**src/rtl/dbg_bus_pkg.sv**
```systemverilog
// Shared types and constants for the debug/CPU target bus arbiter.
package dbg_bus_pkg;

    typedef enum logic [1:0] {
        ST_IDLE = 2'd0,
        ST_BUS  = 2'd1,
        ST_DONE = 2'd2
    } state_e;

    typedef enum logic {
        GNT_CPU = 1'b0,
        GNT_DBG = 1'b1
    } grant_e;

    localparam logic [31:0] ERR_PATTERN = 32'hDEAD_BEEF;
    localparam int          TO_CNT_W    = 8;

endpackage

```
**src/rtl/dbg_req_slot.sv**
```systemverilog
// Single-entry debug request slot: captures strobes, flags dropped ones,
// and presents a request view that includes a strobe arriving this cycle.
module dbg_req_slot (
    input  logic        clk,
    input  logic        rst_n,
    input  logic        rd,
    input  logic        wr,
    input  logic [2:0]  addr,
    input  logic [31:0] wdata,
    input  logic        clr,
    output logic        pending,
    output logic        overrun,
    output logic        req_valid,
    output logic        req_we,
    output logic [2:0]  req_addr,
    output logic [31:0] req_wdata
);

    logic        strobe;
    logic        accept;
    logic        slot_we;
    logic [2:0]  slot_addr;
    logic [31:0] slot_wdata;

    assign strobe = rd | wr;
    // A strobe landing on the clearing cycle refills the slot instead of overrunning.
    assign accept = strobe & (~pending | clr);

    always_ff @(posedge clk or negedge rst_n) begin
        if (!rst_n) begin
            pending    <= 1'b0;
            overrun    <= 1'b0;
            slot_we    <= 1'b0;
            slot_addr  <= '0;
            slot_wdata <= '0;
        end else begin
            if (accept) begin
                pending    <= 1'b1;
                slot_we    <= wr;
                slot_addr  <= addr;
                slot_wdata <= wdata;
            end else if (clr) begin
                pending <= 1'b0;
            end
            if (strobe && pending && !clr) begin
                overrun <= 1'b1;
            end
        end
    end

    assign req_valid = pending | accept;
    assign req_we    = pending ? slot_we    : wr;
    assign req_addr  = pending ? slot_addr  : addr;
    assign req_wdata = pending ? slot_wdata : wdata;

endmodule

```
**src/rtl/dbg_bus_arbiter.sv**
```systemverilog
// Arbitrates a debug request slot and a CPU port onto one shared target bus,
// with round-robin tie-break and a per-transaction timeout.
module dbg_bus_arbiter
    import dbg_bus_pkg::*;
#(
    parameter int TIMEOUT_CYCLES = 255
) (
    input  logic        clk,
    input  logic        rst_n,
    input  logic        dbg_rd,
    input  logic        dbg_wr,
    input  logic [2:0]  dbg_addr,
    input  logic [31:0] dbg_wdata,
    output logic [31:0] dbg_rdata,
    output logic        dbg_pending,
    output logic        dbg_err,
    output logic        dbg_overrun,
    input  logic        cpu_req,
    input  logic        cpu_we,
    input  logic [2:0]  cpu_addr,
    input  logic [31:0] cpu_wdata,
    output logic        cpu_ack,
    output logic [31:0] cpu_rdata,
    output logic        cpu_err,
    output logic        t_req,
    output logic        t_we,
    output logic [2:0]  t_addr,
    output logic [31:0] t_wdata,
    input  logic        t_ack,
    input  logic [31:0] t_rdata,
    output state_e      fsm_state
);

    localparam logic [TO_CNT_W-1:0] TO_LAST = TO_CNT_W'(TIMEOUT_CYCLES - 1);

    state_e              state;
    grant_e              grant;
    grant_e              last_grant;
    logic [TO_CNT_W-1:0] to_cnt;

    logic        slot_clr;
    logic        req_valid;
    logic        req_we;
    logic [2:0]  req_addr;
    logic [31:0] req_wdata;

    logic        pick_dbg;
    logic        bus_end;
    logic        timed_out;
    logic [31:0] done_data;

    assign slot_clr = (state == ST_DONE) && (grant == GNT_DBG);

    dbg_req_slot u_slot (
        .clk       (clk),
        .rst_n     (rst_n),
        .rd        (dbg_rd),
        .wr        (dbg_wr),
        .addr      (dbg_addr),
        .wdata     (dbg_wdata),
        .clr       (slot_clr),
        .pending   (dbg_pending),
        .overrun   (dbg_overrun),
        .req_valid (req_valid),
        .req_we    (req_we),
        .req_addr  (req_addr),
        .req_wdata (req_wdata)
    );

    // On a tie, the requester that did not win last time gets the bus.
    always_comb begin
        pick_dbg = req_valid;
        if (req_valid && cpu_req) begin
            pick_dbg = (last_grant == GNT_CPU);
        end
    end

    always_comb begin
        bus_end   = t_ack || (to_cnt == TO_LAST);
        timed_out = !t_ack;
        if (t_we) begin
            done_data = '0;
        end else if (t_ack) begin
            done_data = t_rdata;
        end else begin
            done_data = ERR_PATTERN;
        end
    end

    always_ff @(posedge clk or negedge rst_n) begin
        if (!rst_n) begin
            state      <= ST_IDLE;
            grant      <= GNT_CPU;
            last_grant <= GNT_CPU;
            to_cnt     <= '0;
            t_req      <= 1'b0;
            t_we       <= 1'b0;
            t_addr     <= '0;
            t_wdata    <= '0;
            cpu_ack    <= 1'b0;
            cpu_err    <= 1'b0;
            cpu_rdata  <= '0;
            dbg_rdata  <= '0;
            dbg_err    <= 1'b0;
        end else begin
            cpu_ack <= 1'b0;
            cpu_err <= 1'b0;
            case (state)
                ST_IDLE: begin
                    if (cpu_req || req_valid) begin
                        state      <= ST_BUS;
                        grant      <= pick_dbg ? GNT_DBG : GNT_CPU;
                        last_grant <= pick_dbg ? GNT_DBG : GNT_CPU;
                        to_cnt     <= '0;
                        t_req      <= 1'b1;
                        t_we       <= pick_dbg ? req_we    : cpu_we;
                        t_addr     <= pick_dbg ? req_addr  : cpu_addr;
                        t_wdata    <= pick_dbg ? req_wdata : cpu_wdata;
                    end
                end
                ST_BUS: begin
                    if (bus_end) begin
                        state <= ST_DONE;
                        t_req <= 1'b0;
                        if (grant == GNT_CPU) begin
                            cpu_ack   <= 1'b1;
                            cpu_rdata <= done_data;
                            cpu_err   <= timed_out;
                        end else begin
                            dbg_err <= timed_out;
                            if (!t_we) begin
                                dbg_rdata <= done_data;
                            end
                        end
                    end else begin
                        to_cnt <= to_cnt + 1'b1;
                    end
                end
                default: begin
                    state <= ST_IDLE;
                end
            endcase
        end
    end

    assign fsm_state = state;

endmodule

```
**config.mk**
```make
export PLATFORM = sky130hd
export DESIGN_NAME = dbg_bus_arbiter
export DESIGN_NICKNAME = d
export VERILOG_FILES = /design/src/rtl/dbg_bus_pkg.sv /design/src/rtl/dbg_req_slot.sv /design/src/rtl/dbg_bus_arbiter.sv
export SDC_FILE = /design/constraint.sdc
export NUM_CORES = 1
export LEC_CHECK = 0
export BUFFER_PORTS_ARGS = -buffer_cell sky130_fd_sc_hd__buf_4
export CAP_MARGIN = 15
export CORE_ASPECT_RATIO = 1.2
export CORE_UTILIZATION = 51
export CTS_CLUSTER_SIZE = 14
export DETAILED_ROUTE_END_ITERATION = 16
export GPL_TIMING_DRIVEN = 0
export PLACE_DENSITY = 0.9
export SLEW_MARGIN = 20
export SYNTH_ARGS = -nofsm -noshare
export SYNTH_HDL_FRONTEND = slang
export SYNTH_SLANG_ARGS = --single-unit
```
**constraint.sdc**
```tcl
create_clock -name clk -period 2.7 [get_ports clk]
set_input_delay 0.405 -clock clk [delete_from_list [all_inputs] [get_ports clk]]
set_output_delay 0.405 -clock clk [all_outputs]
set_load 0.02 [all_outputs]
```
### Yosys cells after proc, flatten, opt, wreduce, memory -nomap -nowiden

Index checks and enable logic that the tools add are counted.

| storage, ports and cells | value |
|---|---|
| register bits after elaboration | 153 |
| input port bits | 109 |
| word-level logic and storage cells | 76 |

| cells by class | value |
|---|---|
| bitwise operators | 7 |
| add/sub/neg operators | 1 |
| mux-type cells | 27 |
| reductions and logical operators | 18 |
| equality and inequality tests | 6 |

Operators by type and width:

| cell | number |
|---|---|
| 32-bit two-way mux | 4 |
| 8-bit two-way mux | 2 |
| 8-bit case mux with 2 select lines | 1 |
| 1-bit two-way mux | 14 |
| 3-bit AND reduction | 4 |
| 8-bit by 1-bit adder with 8-bit output, second input constant | 1 |
| 8-bit == test, second input constant | 1 |
| 3-bit two-way mux | 2 |
| 2-bit inequality test, second input constant | 3 |
| 1-bit logical AND | 4 |
| 2-bit two-way mux | 2 |
| 2-bit case mux with 2 select lines | 1 |
| 2-bit AND reduction | 2 |
| 4-bit AND reduction | 1 |
| 2-bit nonzero test | 2 |
| 1-bit inverter | 3 |
| 1-bit bitwise OR | 3 |
| 2-bit by 1-bit == test with 1-bit output, second input constant | 1 |
| 2-bit == test, second input constant | 1 |
| 1-bit logical NOT | 2 |
| 2-bit logical NOT | 1 |
| 1-bit logical OR | 2 |
| 1-bit case mux with 2 select lines | 1 |
| 1-bit bitwise AND | 1 |

### Logic depth before layout (Yosys ltp)

Gate-level depths: netlist (run 1).

| depth | value |
|---|---|
| word-level depth | 8 |
| gate-level depth with buffers | 8 |

### By module

A second synthesis (run 1) with hierarchy kept.

| second synthesis, totals | value |
|---|---|
| cell total of the unflattened synthesis | 553 |
| area, all modules | 6960.4 µm² |

By module, submodules not included:

| module | sequential area each (µm²) | area an instance (µm²) | cells each | instances |
|---|---|---|---|---|
| dbg_bus_arbiter | 2877.8 | 4971.0 | 428 | 1 |
| dbg_req_slot | 950.9 | 1989.4 | 125 | 1 |

### Worst setup path after synthesis (run 1)

No wires, ideal clock.

| path | value |
|---|---|
| path kind | register -> register |
| from | reg to_cnt[0] |
| to | reg cpu_rdata[10] |
| arrival time | 1.803 ns |
| setup time | 0.125 ns |
| path buffers | 2 |
| period minus slack after synthesis | 1.928 ns |
| slack | 0.772 ns |
| cell stages (with the launch flop) | 9 |
| cell sequence | dfrtp_1 inv_1 ha_1 and3_1 a21oi_2 or3_1 buf_6 buf_12 mux2_4 |

| on the way | value |
|---|---|
| longest elaborated chain between the ends | 3 |

Ends and longest elaborated chain:

| what | RTL line | source |
|---|---|---|
| start, declared | dbg_bus_arbiter.sv:39 | `logic [TO_CNT_W-1:0] to_cnt;` |
| start signal, assigned | dbg_bus_arbiter.sv:136 | `to_cnt <= to_cnt + 1'b1;` |
| 8-bit == test | dbg_bus_arbiter.sv:79 | `bus_end = t_ack \|\| (to_cnt == TO_LAST);` |
| 1-bit logical OR | dbg_bus_arbiter.sv:79 |  |
| 3-bit AND reduction (no line) | -- |  |
| end signal, assigned | dbg_bus_arbiter.sv:127 | `cpu_rdata <= done_data;` |
| end, declared | dbg_bus_arbiter.sv:23 | `output logic [31:0] cpu_rdata,` |

No other way between the ends.
A chain may end at the register's enable or synchronous reset.

### Worst setup path in the final report (run 1)

| path | value |
|---|---|
| from | reg t_we |
| to | reg dbg_rdata[21] |

| on the way | value |
|---|---|
| longest elaborated chain between the ends | 2 |
| elaborated cells on any way between the ends | 3 |

Ends and longest elaborated chain:

| what | RTL line | source |
|---|---|---|
| start, declared | dbg_bus_arbiter.sv:26 | `output logic t_we,` |
| start signal, assigned | dbg_bus_arbiter.sv:116 | `t_we <= pick_dbg ? req_we : cpu_we;` |
| 1-bit inverter (no line) | -- |  |
| 4-bit AND reduction (no line) | -- |  |
| end signal, assigned | dbg_bus_arbiter.sv:132 | `dbg_rdata <= done_data;` |
| end, declared | dbg_bus_arbiter.sv:14 | `output logic [31:0] dbg_rdata,` |

Parallel ways exist; a longest one is shown, timed or not.

==> results.yml, run 1 <==
grt:
  grt_pass1_wl_mm: 27.8
  antenna_found_initial: 0
  grtUsageTotal_pct: 26.1
  grt_pass1_vias: 5533
  grt_overflow_total: 0
  grt_max_degree: 86
power_and_ir_drop:
  p_seq_share_pct: 34.4
  power.net_switching_mw: 4.26
  p_leak_nw: 4.49
  p_comb_share_pct: 44.4
  fin_total_pwr_mw: 11.6
  clkPwrFrac_pct: 21.2
  p_int_mw: 7.30
  power.density_nw_per_um2: 1240
  switching_share_pct: 36.8
  peakVddDrop_mv: 0.759
cts:
  cts_tree: "built"
  hold_buffers: 1
  clock-sinks: 153
  clk_pin_slew_worst_paths_ns: 0.07
  numCtsBuffers: 17
  cts_resized: 0
  cts_setup_buffers: 0
  htreeDepth: 4
  cts_buffer_depth: 2
  clock_latency_ns: 0.41
  cts_root_buf: "clkbuf_16"
setup_path:
  crit_arrival_ns: 2.54
  cp-end-kind: "flop"
  crit_slowest_cell: "nor3b_2"
  rrSetupSlack_ns: 0.48
  cp_common_cell: "clkbuf_1"
  worstPathCellList: "clkbuf_1 > nor3b_2 > nor2b_1 > clkbuf_1 > buf_2 > a2bb2oi_1"
  cp_data_required_time_ns: 3.02
  cpPeakStageDelay_ns: 0.50
  path_delay_family: "buffers and inverters"
  crit_path_start_kind: "flop"
  r2r_start: "t_we"
  critPathKind: "reg -> reg"
  r2r_end: "dbg_rdata[21]"
  cp_max_fo: 10
  reg2reg_depth: 6
  cp_num_buf_inv: 3
logic_synthesis:
  yosys.area.top_type: "dfrtp_1"
  synthFlopType: "dfrtp_1"
  syn_inst: 554
  postSynth.asyncResetShare_pct: 100
  synth_top_area_share_pct: 55.9
  synth_top_cells_by_area: "dfrtp_1 56%, mux2_2 12%, mux2i_1 5.3%"
  ys_ff_latch: 153
  yosysSeqAreaShare_pct: 55.9
  yosysWarningCount: 0
  synth_area_um2: 6850
  syn_avg_cell_area_um2: 12.4
  synth-edff-count: 0
  synth.distinct_cells: 41
  synth_fp_nets: 665
run:
  max_cap_viol_count: 0
hold_path:
  hold_depth: 2
  hold_path_startpoint: "dbg_wdata[3]"
  min_to: "u_slot.slot_wdata[3]"
  min_path_type: "in -> reg"
outcome:
  status: "finished clean"
sta:
  fmax_mhz: 451
  worst_pin_slew_ns: 0.989
  rsz0062_at_grt: "no"
  finalSetupTns_ns: 0
  finalHoldViolations: 0
  skew_ns: 0.00949
  post-route-period-util_pct: 82.1
  max-slew-margin-rel_pct: 33.6
  setup_viol: 0
  drv_slew: 0
  period_minus_slack_ns: 2.22
finish:
  antennaDiodeCount: 0
  final_cell_mix: "218 x buf_4, 153 x dfrtp_1, 75 x mux2_2, 53 x nor2_1, 43 x nand2_1"
  regArea_um2: 3830
  final_common_cell: "buf_4"
  syn2layout_area_growth_pct: 36.2
  drive_gt1_share_pct: 45.0
  multi_input_area_um2: 2780
  final_cell_area_um2: 9330
  fillers: 926
  instances_no_fill: 972
  nNetsFinal: 902
die:
  die_h_um: 129
  placement_rows: 46
  core_um2: 13200
  start_util_pct: 52.0
  num_io_pins: 217
  die_area_um2: 13900
  die_w_um: 108
drt:
  final_antenna_net_count: 0
  wl_mm: 17.7
  drc_errors: 0
  vias: 5291
  first_pass_iters: 4
  vias_per_cell: 5.44
  drtIter0Drc: 259
  routedWlPerCell_um: 18.2
placement:
  dp.cells: 939
  dpl_cell_area_um2: 8710
  dpl.hpwl_mm: 12.9
  portBuffers: 216
  place.gp.congestion: 0.801
## synth_stat cells (2+ instances only)
cell       count
mux2i_1       36
mux2_2        75
clkbuf_1      23
nor2b_1        3
buf_12         2
a2bb2oi_1     24
and3_1         6
a211o_1        5
buf_2         12
o2bb2ai_1      2
nand2_1       43
a32o_1        16
nor2_1        53
inv_1          6
nor3_1         3
o21ai_0       41
ha_1           2
buf_4          3
nand3_1        5
nand2b_1       2
dfrtp_1      153
mux2_4        20
## worst max-delay path by stage
| stage | end | start | cells past startpoint |
|---|---|---|---|
| 2_1_floorplan | cpu_rdata[10] | to_cnt[0] | 8 |
| 3_3_place_gp | t_wdata[27] | dbg_wr | 8 |
| 4_1_cts | dbg_rdata[6] | t_we | 6 |
| 6_report | dbg_rdata[21] | t_we | 6 |
| 3_5_place_dp | t_wdata[27] | dbg_wr | 8 |
| 5_1_grt | dbg_rdata[23] | t_we | 6 |
## per-layer routing
metal	GRT usage, %	vias to the layer above	routed length [um]
li1	-	2464	-
met1	30.7	2604	7200
met2	45.5	208	9000
met3	7.85	15	1340
met4	8.46	0	163
met5	0	-	0
## sequential cells by signal, indices dropped and copies added, names as in the netlist, 2 cells and up
register and count:
dbg_rdata 32, to_cnt 8, u_slot.slot_addr 3, t_addr 3
cpu_rdata 32, u_slot.slot_wdata 32, fsm_state 2, t_wdata 32
## cell families (layout without fill, tap and decap cells)
kind of cell / Yosys count / in the layout / synth area share (%)
flops: 153 / 153 / 55.9
mux: 131 / 131 / 22.0
simple gates: 122 / 122 / 7.71
compound gates: 99 / 99 / 10.5
buf+inv: 47 / 297 / 3.54
fa+ha+maj: 2 / 2 / 0.365
## cell type report
| class | count | area share (%) |
|---|---|---|
| flip-flops and latches | 153 | 41.0 |
| multi-input cells | 354 | 29.8 |
| repair buffers | 218 | 17.9 |
| clock buffers | 20 | 4.68 |
| plain buffers | 41 | 2.36 |
| well taps | 168 | 2.25 |
| clock inverters | 12 | 1.78 |
| inverters | 6 | 0.241 |
## power groups by stage
stage               clock, mW  combinational (mW)  sequential, mW
floorplan                   0                2.32            4.75
global placement            0                4.97            3.94
detailed placement          0                5.15            3.99
CTS                      2.48                5.17            3.97
global route             2.58                5.51            4.09
finish                   2.45                5.13            3.98
## metrics by stage
step	util, %	hold slack, ns	setup slack (ns)
5_1_grt	70.8	0.219	0.333
2_1_floorplan	-	0.109	0.772
4_1_cts	70.8	0.216	0.473
3_3_place_gp	65.9	0.464	0.435
6_report	70.8	0.229	0.484
3_5_place_dp	66.1	0.386	0.389
(Power assumes the default switching activity.)
==> inputs of run 2 (changes only) <==
- clock period: 2.7 -> 2.3 ns (I/O delays scaled with it)
==> run 2 against run 1 <==
Effect of this change: power up 17%; largest cell class unchanged; critical endpoint is now u_slot.slot_wdata[20]; global-route usage unchanged; combinational power up 18%; sequential share of layout area about the same; maximum frequency up 2.8%; worst hold slack worse by 0.065 ns; utilization about the same; critical path type unchanged; clock power up 18%; cell area about the same; setup slack worse by 0.34 ns.
==> results.yml, run 2 (same netlist as run 1, synthesis figures left out) <==
outcome:
  status: "finished clean"
die:
  placement_rows: 46
  die_area_um2: 13900
  core_um2: 13200
  die_h_um: 129
  start_util_pct: 52.0
  num_io_pins: 217
  die_w_um: 108
placement:
  portBuffers: 216
  dpl_cell_area_um2: 8710
  dpl.hpwl_mm: 12.9
  place.gp.congestion: 0.801
finish:
  final_common_cell: "buf_4"
  multi_input_area_um2: 2780
  final_cell_area_um2: 9330
  fillers: 924
  nNetsFinal: 902
  final_cell_mix: "218 x buf_4, 153 x dfrtp_1, 75 x mux2_2, 53 x nor2_1, 43 x nand2_1"
  antennaDiodeCount: 0
  syn2layout_area_growth_pct: 36.3
  regArea_um2: 3830
  drive_gt1_share_pct: 45.0
  final_util_pct: 70.8
sta:
  setup_viol: 0
  worst_pin_slew_ns: 1.00
  finalHoldViolations: 0
  rsz0062_at_grt: "no"
  finalSetupTns_ns: 0
  post-route-period-util_pct: 93.7
  fmax_mhz: 464
  max-slew-margin-rel_pct: 32.8
  drv_slew: 0
  period_minus_slack_ns: 2.16
  skew_ns: 0.0131
cts:
  numCtsBuffers: 17
  htreeDepth: 4
  clock-sinks: 153
  clk_pin_slew_worst_paths_ns: 0.07
  cts_tree: "built"
  cts_buffer_depth: 2
  clock_latency_ns: 0.42
  cts_root_buf: "clkbuf_16"
setup_path:
  reg2reg_depth: 6
  cp_data_required_time_ns: 2.60
  crit_slowest_cell: "dfrtp_1"
  cp_max_fo: 10
  critPathKind: "reg -> reg"
  worstPathCellList: "nand2_1 > o21ai_0 > nor2b_1 > buf_2 > buf_4 > mux2_2"
  crit_arrival_ns: 2.45
  r2r_end: "u_slot.slot_wdata[20]"
  cp-end-kind: "flop"
  cpPeakStageDelay_ns: 0.49
  rrSetupSlack_ns: 0.14
  crit_path_start_kind: "flop"
  r2r_start: "last_grant"
  crit_path_end: "u_slot.slot_wdata[20]"
  worstSetupStartpoint: "last_grant"
drt:
  vias_per_cell: 5.47
  routedWlPerCell_um: 18.2
  wl_mm: 17.7
  final_antenna_net_count: 0
  drtIter0Drc: 214
  vias: 5321
  first_pass_iters: 4
  drc_errors: 0
hold_path:
  min_path_type: "in -> reg"
  hold_path_startpoint: "dbg_wdata[3]"
power_and_ir_drop:
  power.density_nw_per_um2: 1450
  p_leak_nw: 4.49
  peakVddDrop_mv: 0.892
run:
  max_cap_viol_count: 0
grt:
  grt_overflow_total: 0
  grtUsageTotal_pct: 26.1
  grt_pass1_wl_mm: 27.8
  grt_pass1_vias: 5533
  antenna_found_initial: 0
  grt_max_degree: 86
-- run 2: cell counts in the layout (fill, tap and decap cells not counted) --
No cell type changed its count.
-- run 2: how the worst min path moves through the flow --
stage / slack (ns) / cells after the start / endpoint
after floorplan: 0.05 / 0 / cpu_ack
after global placement: 0.46 / 1 / u_slot.overrun
after detailed placement: 0.33 / 1 / cpu_rdata[22]
after CTS: 0.16 / 2 / u_slot.slot_wdata[3]
after global routing: 0.16 / 2 / u_slot.slot_wdata[25]
final: 0.16 / 2 / u_slot.slot_wdata[3]
-- run 2: worst max-delay path: cells and delay by family, from the launching register on --
family          cells  cell delay (ns)
compound gates      1             0.44
buf+inv             2             0.48
simple gates        2             0.27
mux                 1             0.36
flops               1             0.49
-- run 2: per-stage QoR --
stage | cells | hold WS (ns) | worst slack [ns] | power [mW]
final | 972 | 0.163 | 0.145 | 13.6
after global routing | 972 | 0.159 | 0.0118 | 14.3
after CTS | 972 | 0.156 | 0.0733 | 13.6
after detailed placement | 939 | 0.326 | 0.0491 | 10.7
after global placement | 938 | 0.464 | 0.0952 | 10.5
after floorplan | 554 | 0.0494 | 0.372 | 8.30
-- run 2: report_power, final --
part | internal [mW] | leakage, nW | switching, mW
logic | 2.93 | 2.36 | 3.10
registers | 3.92 | 1.85 | 0.743
clock network | 1.73 | 0.279 | 1.15
-- run 2: what timing repair did --
item	CTS	global route
endpoints found under the hold margin	68	0
resized for setup	0	1
setup endpoints to repair	0	13
buffers inserted	0	0
hold buffers	1	0
-- run 2: final cells by class --
type,count,share of cell area [%]
clock buffers,20,4.68
multi-input cells,354,29.8
inverters,6,0.241
plain buffers,41,2.36
repair buffers,218,17.9
clock inverters,12,1.78
well taps,168,2.25
flip-flops and latches,153,41.0
-- run 2: layer usage --
metal / vias to the layer above / routed length, um / track usage, %
li1: 2467 / - / -
met3: 16 / 1350 / 7.85
met4: 0 / 151 / 8.46
met1: 2625 / 7090 / 30.7
met5: - / 0 / 0
met2: 213 / 9070 / 45.5
